<file path="src/rtl/mult_arb_pkg.sv">
// Shared types and constants for the round-robin multiplier arbiter slice.
package mult_arb_pkg;

    localparam int unsigned DATA_W = 32;
    localparam int unsigned PROD_W = 2 * DATA_W;

    typedef enum logic {
        ARB    = 1'b0,
        LOCKED = 1'b1
    } arb_state_e;

    // tdest width for n requesters, never narrower than one bit
    function automatic int unsigned tag_width(input int unsigned n);
        return (n <= 2) ? 1 : $clog2(n);
    endfunction

endpackage

</file>
<file path="src/rtl/mult_pipe.sv">
// Pipelined signed multiplier; sideband travels alongside the product with identical delay.
module mult_pipe #(
    parameter int unsigned DATA_W   = mult_arb_pkg::DATA_W,
    parameter int unsigned PIPE_LAT = 2,
    parameter int unsigned TAG_W    = 2
) (
    input  logic                  clk,
    input  logic                  rst,
    input  logic                  enable,
    input  logic [DATA_W-1:0]     a,
    input  logic [DATA_W-1:0]     b,
    input  logic                  in_valid,
    input  logic [TAG_W-1:0]      in_tdest,
    input  logic                  in_tlast,
    output logic                  out_valid,
    output logic [2*DATA_W-1:0]   out_data,
    output logic [TAG_W-1:0]      out_tdest,
    output logic                  out_tlast
);

    localparam int unsigned PW = 2 * DATA_W;

    logic signed [PW-1:0] prod_c;

    assign prod_c = PW'($signed(a)) * PW'($signed(b));

    if (PIPE_LAT == 0) begin : g_comb
        assign out_valid = in_valid;
        assign out_data  = prod_c;
        assign out_tdest = in_tdest;
        assign out_tlast = in_tlast;
    end else begin : g_regs
        logic [PW-1:0]       data_q  [PIPE_LAT];
        logic [TAG_W-1:0]    tdest_q [PIPE_LAT];
        logic [PIPE_LAT-1:0] valid_q;
        logic [PIPE_LAT-1:0] tlast_q;

        // Multiply lands in the first register so the DSP can absorb it; the rest is a shift chain.
        always_ff @(posedge clk or posedge rst) begin
            if (rst) begin
                valid_q <= '0;
                tlast_q <= '0;
                for (int i = 0; i < int'(PIPE_LAT); i++) begin
                    data_q[i]  <= '0;
                    tdest_q[i] <= '0;
                end
            end else if (enable) begin
                valid_q[0] <= in_valid;
                tlast_q[0] <= in_tlast;
                tdest_q[0] <= in_tdest;
                data_q[0]  <= prod_c;
                for (int i = 1; i < int'(PIPE_LAT); i++) begin
                    valid_q[i] <= valid_q[i-1];
                    tlast_q[i] <= tlast_q[i-1];
                    tdest_q[i] <= tdest_q[i-1];
                    data_q[i]  <= data_q[i-1];
                end
            end
        end

        assign out_valid = valid_q[PIPE_LAT-1];
        assign out_data  = data_q[PIPE_LAT-1];
        assign out_tdest = tdest_q[PIPE_LAT-1];
        assign out_tlast = tlast_q[PIPE_LAT-1];
    end

endmodule

</file>
<file path="src/rtl/mult_rr_arbiter.sv">
// Round-robin arbiter sharing one pipelined signed multiplier among NUM_REQ AXIS requesters.
module mult_rr_arbiter
    import mult_arb_pkg::*;
#(
    parameter int unsigned NUM_REQ  = 4,
    parameter int unsigned DATA_W   = mult_arb_pkg::DATA_W,
    parameter int unsigned PIPE_LAT = 2,
    parameter int unsigned LOCK_PKT = 1,
    parameter int unsigned TAG_W    = tag_width(NUM_REQ)
) (
    input  logic                        clk,
    input  logic                        rst,
    input  logic [NUM_REQ*DATA_W-1:0]   s_axis_req_tdata_a,
    input  logic [NUM_REQ*DATA_W-1:0]   s_axis_req_tdata_b,
    input  logic [NUM_REQ-1:0]          s_axis_req_tlast,
    input  logic [NUM_REQ-1:0]          s_axis_req_tvalid,
    output logic [NUM_REQ-1:0]          s_axis_req_tready,
    output logic [2*DATA_W-1:0]         m_axis_result_tdata,
    output logic [TAG_W-1:0]            m_axis_result_tdest,
    output logic                        m_axis_result_tlast,
    output logic                        m_axis_result_tvalid,
    input  logic                        m_axis_result_tready
);

    arb_state_e          state;
    logic [TAG_W-1:0]    rr_ptr;
    logic [TAG_W-1:0]    lock_idx;
    logic [TAG_W-1:0]    cand_c;
    logic [TAG_W-1:0]    grant_c;
    logic                advance_c;
    logic                hs_c;

    logic                s0_valid;
    logic                s0_tlast;
    logic [TAG_W-1:0]    s0_tdest;
    logic [DATA_W-1:0]   s0_a;
    logic [DATA_W-1:0]   s0_b;

    assign advance_c = !m_axis_result_tvalid || m_axis_result_tready;

    // Search downward so the nearest valid index after rr_ptr is the last one written.
    always_comb begin
        logic [TAG_W-1:0] idx;
        idx    = '0;
        cand_c = rr_ptr;
        for (int unsigned k = NUM_REQ; k >= 1; k--) begin
            idx = TAG_W'((32'(rr_ptr) + k) % NUM_REQ);
            if (s_axis_req_tvalid[idx]) begin
                cand_c = idx;
            end
        end
    end

    assign grant_c = (state == LOCKED) ? lock_idx : cand_c;
    assign hs_c    = advance_c && s_axis_req_tvalid[grant_c] && !rst;

    always_comb begin
        s_axis_req_tready = '0;
        if (hs_c) begin
            s_axis_req_tready[grant_c] = 1'b1;
        end
    end

    // Arbitration state, pointer and operand register (stage 0).
    always_ff @(posedge clk or posedge rst) begin
        if (rst) begin
            state    <= ARB;
            rr_ptr   <= TAG_W'(NUM_REQ - 1);
            lock_idx <= '0;
            s0_valid <= 1'b0;
            s0_tlast <= 1'b0;
            s0_tdest <= '0;
            s0_a     <= '0;
            s0_b     <= '0;
        end else begin
            if (advance_c) begin
                s0_valid <= hs_c;
            end
            if (hs_c) begin
                s0_a     <= s_axis_req_tdata_a[grant_c*DATA_W +: DATA_W];
                s0_b     <= s_axis_req_tdata_b[grant_c*DATA_W +: DATA_W];
                s0_tlast <= s_axis_req_tlast[grant_c];
                s0_tdest <= grant_c;
                rr_ptr   <= grant_c;
                if (LOCK_PKT != 0) begin
                    case (state)
                        ARB: begin
                            if (!s_axis_req_tlast[grant_c]) begin
                                state    <= LOCKED;
                                lock_idx <= grant_c;
                            end
                        end
                        LOCKED: begin
                            if (s_axis_req_tlast[grant_c]) begin
                                state <= ARB;
                            end
                        end
                        default: state <= ARB;
                    endcase
                end
            end
        end
    end

    mult_pipe #(
        .DATA_W   (DATA_W),
        .PIPE_LAT (PIPE_LAT),
        .TAG_W    (TAG_W)
    ) u_mult_pipe (
        .clk       (clk),
        .rst       (rst),
        .enable    (advance_c),
        .a         (s0_a),
        .b         (s0_b),
        .in_valid  (s0_valid),
        .in_tdest  (s0_tdest),
        .in_tlast  (s0_tlast),
        .out_valid (m_axis_result_tvalid),
        .out_data  (m_axis_result_tdata),
        .out_tdest (m_axis_result_tdest),
        .out_tlast (m_axis_result_tlast)
    );

endmodule

</file>
<file path="config.mk">
export PLATFORM = sky130hd
export DESIGN_NAME = mult_rr_arbiter
export DESIGN_NICKNAME = d
export VERILOG_FILES = /design/src/rtl/mult_arb_pkg.sv /design/src/rtl/mult_pipe.sv /design/src/rtl/mult_rr_arbiter.sv
export SDC_FILE = /design/constraint.sdc
export NUM_CORES = 2
export LEC_CHECK = 0
export CORE_ASPECT_RATIO = 2
export CORE_UTILIZATION = 65
export CTS_CLUSTER_DIAMETER = 200
export CTS_CLUSTER_SIZE = 14
export DETAILED_ROUTE_END_ITERATION = 12
export DONT_BUFFER_PORTS = 1
export GPL_TIMING_DRIVEN = 0
export PLACE_DENSITY = 0.81
export SYNTH_ARGS = -nofsm -noshare
export SYNTH_HDL_FRONTEND = slang
export SYNTH_SLANG_ARGS = --single-unit
</file>
<file path="constraint.sdc">
create_clock -name clk -period 10.98 [get_ports clk]
set_input_delay 2.196 -clock clk [delete_from_list [all_inputs] [get_ports clk]]
set_output_delay 2.196 -clock clk [all_outputs]
set_load 0.02 [all_outputs]
</file>
==> flow_summary_export.csv, run 1 <==
group,metric,value,unit
die,die_h,379,µm
die,initial_core_util,0.660,
placed_design,io_buffers,0,
synth,synthCells,5183,
die,die_w,190,µm
synth,yosys.area.top_type,"fa_1",
synth,synth_top_area_share,0.469,
global_route,grt_pass1_vias,48971,
die,rows,137,
placed_design,gp_congestion,1.23,
status,error_line,"[ERROR GRT-0116] Global routing finished with congestion. Check the congestion regions in the DRC Viewer.",
synth,synth_edf_count,0,
cts,postCtsSetupBuffers,0,
cts,cts_buffer_depth,3,
synth,synth_area_per_cell,8.90,µm²
synth,synth_cell_types,62,
global_route,gr-usage-all-layers,0.738,
placed_design,detailed_place_hpwl,173000,µm
synth,ys_warn_count,0,
die,pin_count,339,
synth,synthFlopType,"dfrtp_1",
cts,cts.sinks,209,
global_route,grt_overflow,672,
synth,syn-num-nets,6716,
synth,ys_ff_latch,209,
cts,cts.htree.levels,1,
synth,synth_area,46100,µm²
synth,synth_area_leaders,"fa_1 47%, dfrtp_1 11%, nand2_1 9.6%",
status,status,"did not finish",
cts,cts_made_buffers,18,
cts,hold_buffers,0,
cts,cts_resized,0,
status,lastStage,"global routing (5_1_grt)",
global_route,grt_pass1_wl,383000,µm
cts,root_buffer,"clkbuf_16",
synth,async_flop_share,1.00,
global_route,grt_start_max_net_pins,130,
synth,seq_area_frac_synth,0.113,
-- layer usage --
layer | GRT overflow | GRT usage
met5 | 2 | 0.170
met4 | 247 | 0.739
met3 | 13 | 0.540
met2 | 398 | 0.943
met1 | 12 | 0.735
-- cells in the mapped netlist, types with 3 or more instances --
master    count
o22ai_1       3
nand2_1    1174
buf_4        68
clkbuf_1    273
inv_1      1001
xor2_1       29
fa_1       1082
o21a_1        3
a31oi_1      10
xnor2_1      42
a21boi_0      7
nor3_2        3
and3_1        5
o31ai_1       3
o21ai_0     176
nand2b_1     18
o211ai_1      6
and2_1      488
a211oi_1      6
a211o_1       3
nor2_1       80
o21ai_2       3
nor3_1        7
nand3_1      79
o21ai_1       8
a21o_1       38
nor2b_1       4
o21bai_1      9
buf_2         7
nand4_1      10
ha_1        184
a31o_2        4
dfrtp_1     207
buf_1         8
or3_1         4
a21oi_1      98
-- metrics by stage --
stage	cells	cell area (µm²)	setup slack [ns]
after detailed placement	6088	47300	0.766
after floorplan	5183	46100	3.08
after global placement	6086	47300	1.02
after CTS	6114	47800	0.705
-- cells by family after synthesis --
logic type / count (synthesis) / share of synthesized area
DFF: 209 / 0.113
buffers and inverters: 1358 / 0.116
adders and majority gates: 1266 / 0.519
and+or+nand+nor: 1880 / 0.186
xor gates and xnor gates: 71 / 0.0135
AOI/OAI and AO/OA: 395 / 0.0505
muxes: 4 / 0.00122
==> run 2: changes to the inputs <==
==> config.mk (replaced) <==
export PLATFORM = sky130hd
export DESIGN_NAME = mult_rr_arbiter
export DESIGN_NICKNAME = d
export VERILOG_FILES = /design/src/rtl/mult_arb_pkg.sv /design/src/rtl/mult_pipe.sv /design/src/rtl/mult_rr_arbiter.sv
export SDC_FILE = /design/constraint.sdc
export NUM_CORES = 2
export LEC_CHECK = 0
export CORE_UTILIZATION = 40
export DETAILED_ROUTE_END_ITERATION = 12
export DONT_BUFFER_PORTS = 1
export GPL_TIMING_DRIVEN = 0
export PLACE_DENSITY_LB_ADDON = 0.15
export SYNTH_ARGS = -nofsm -noshare
export SYNTH_HDL_FRONTEND = slang
export SYNTH_SLANG_ARGS = --single-unit
==> run 2 against run 1 <==
  * The flow now finishes without violations
  * Synthesized cell count unchanged
  * Synthesized area unchanged
==> flow_summary_export.csv, run 2 <==
group,metric,value,unit
cts,cts_resized,0,
setup_path,crit_required,11.43,ns
timing,tightest_slew,1.47,ns
cts,cts_made_buffers,24,
timing,setup_viol,0,
cts,postCtsSetupBuffers,0,
setup_path,r2r_slack,0.56,ns
die,rows,124,
setup_path,path_delay_family,"adder cells",
cts,clock_latency,0.59,ns
cells_and_area,finish.instance_area,48900,µm²
hold_path,hold_end,"u_mult_pipe.g_regs.tdest_q[2]",
synth,synth_area_per_cell,8.90,µm²
detailed_routing,via_per_inst,5.41,
detailed_routing,wirelength,202000,µm
placed_design,placed_area,48100,µm²
timing,rsz0062_at_grt,"false",
placed_design,gp_congestion,1.02,
die,die-area,117000,µm²
setup_path,cpMaxStageDelayCell,"fa_1",
status,status,"finished, final reports clean",
timing,worst_slew_margin_rel,0.0174,
synth,synthAdderAreaFrac,0.519,
die,die_w,342,µm
timing,timing.final.crit_period,10.42,ns
die,die_h,342,µm
cells_and_area,regArea,5230,µm²
die,core,114000,µm²
synth,seq_area_frac_synth,0.113,
timing,period_share,0.949,
cts,cts_buffer_depth,3,
timing,clock_skew,0.0436,ns
global_route,grt_pass1_wl,287000,µm
synth,synthTopCellsByCount,"1,174 x nand2_1, 1,082 x fa_1, 1,001 x inv_1, 488 x and2_1, 273 x clkbuf_1",
setup_path,max_stage_delay,0.93,ns
cells_and_area,fillers,11691,
detailed_routing,dr.pass1.iters,5,
die,initial_core_util,0.403,
synth,synth_compound_area_frac,0.0505,
cells_and_area,multiInputGateArea,35500,µm²
setup_path,crit_fanout,10,
hold_path,min-delay-start,"s0_tdest[0]",
detailed_routing,wire_per_inst,29.9,µm
setup_path,endpoint_kind,"register",
cts,path_clk_slew,0.07,ns
placed_design,io_buffers,0,
cts,cts.htree.levels,1,
hold_path,hold_class,"reg -> reg",
cells_and_area,fin_nets,6745,
synth,syn-num-nets,6716,
setup_path,timing.rr.start,"s0_b[5]",
global_route,gr-usage-all-layers,0.354,
timing,max_freq,96.0,MHz
cells_and_area,layout_common_cells,"1,174 x nand2_1, 1,082 x fa_1, 1,000 x inv_1, 488 x and2_1, 271 x clkbuf_1",
setup_path,cp_common_cell,"fa_1",
placed_design,detailed_place_hpwl,169000,µm
synth,synthCells,5183,
timing,hold_viol_final,0,
cells_and_area,drive_gt1_frac,0.0293,
setup_path,r2r_end,"u_mult_pipe.g_regs.data_q[127]",
cts,cts.sinks,209,
cts,hold_buffers,0,
hold_path,hold_depth,2,
synth,synth_top_family_by_area,"adder cells",
synth,synth_top_area_share,0.469,
detailed_routing,antenna_left,0,
synth,synth_simple_gate_area_frac,0.186,
cells_and_area,final_common_cell,"nand2_1",
synth,synth_edf_count,0,
synth,ys_ff_latch,209,
setup_path,cp-start-kind,"register",
setup_path,rr_worst_depth,28,
global_route,grt_pass1_vias,38353,
synth,synth_cell_types,62,
global_route,antenna_found_initial,31,
synth,ys_warn_count,0,
global_route,grt_start_max_net_pins,114,
die,pin_count,339,
detailed_routing,vias,36488,
cts,root_buffer,"clkbuf_16",
detailed_routing,drtIter0Drc,3296,
setup_path,criticalPathCategory,"reg -> reg",
synth,synthFlopType,"dfrtp_1",
synth,synth_area,46100,µm²
synth,synth_mux_area_frac,0.00122,
synth,async_flop_share,1.00,
cts,cts_tree,"built",
synth,synth_area_leaders,"fa_1 47%, dfrtp_1 11%, nand2_1 9.6%",
setup_path,crit_arrival,10.86,ns
detailed_routing,drc,0,
timing,drv_slew,0,
synth,yosys.area_share.xor_xnor,0.0135,
setup_path,path_buf_inv,9,
cells_and_area,area_growth,6.04,%
global_route,grt_overflow,0,
job,maxCapViolCount,0,
synth,synth.most_common_cell,"nand2_1",
synth,yosys.area.top_type,"fa_1",
[run 2: cell type report]
class | instances | area share
well taps | 1512 | 0.0387
clock inverters | 15 | 0.00271
flip-flops and latches | 209 | 0.107
clock buffers | 29 | 0.0135
plain buffers | 357 | 0.0330
inverters | 1001 | 0.0770
repair buffers | 3 | 0.00143
multi-input cells | 3616 | 0.726
diodes | 8 | 0.000409
[run 2: routing by layer]
layer  wire, µm  up-vias  global-route usage  share of wire
met2      92400     1705               0.561           0.46
met5          9        -                   0       0.000045
met3      16300      442              0.0591          0.081
li1           -    15132                   -              -
met1      81000    19207               0.471           0.40
met4      12400        2               0.172          0.061
[run 2: worst max path at each step]
stage	endpoint	slack, ns	cells after the start	from
final	u_mult_pipe.g_regs.data_q[127]	0.56	28	s0_b[5]
after global routing	u_mult_pipe.g_regs.data_q[127]	0.15	28	s0_b[5]
after CTS	u_mult_pipe.g_regs.data_q[127]	0.60	28	s0_b[5]
after detailed placement	u_mult_pipe.g_regs.data_q[127]	0.59	28	s0_b[5]
after global placement	u_mult_pipe.out_data[21]	-0.05	1	rst
after floorplan	lock_idx[0]	3.08	1	rst
[run 2: stage by stage]
stage	util	hold WS (ns)	setup WS [ns]	TNS, ns	instances
after detailed placement	0.421	0.456	0.590	0	6698
final	0.428	0.452	0.564	0	6750
after floorplan	-	0.430	3.08	0	5183
after CTS	0.428	0.453	0.596	0	6742
after global placement	0.420	0.453	-0.0452	-2.99	6695
after global routing	0.428	0.489	0.145	0	6743
[run 2: worst reg2reg max path: cells and delay by family, from the launching register on]
kind / cells / cell delay (ns)
compound gates: 8 / 1.49
xor+xnor: 1 / 0.56
fa+ha+maj: 9 / 5.01
buf+inv: 9 / 2.22
flops: 1 / 0.69
simple gates: 1 / 0.34
[run 2: logic make-up after synthesis]
| group | after synthesis |
|---|---|
| simple gates | 1880 |
| buf+inv | 1358 |
| fa+ha+maj | 1266 |
| compound gates | 395 |
| flops | 209 |
| xor+xnor | 71 |
| mux | 4 |
Power of run 2 is left out: the tool's default activity adds up to more than one toggle a clock period on the data nets, which glitch-free logic cannot reach.
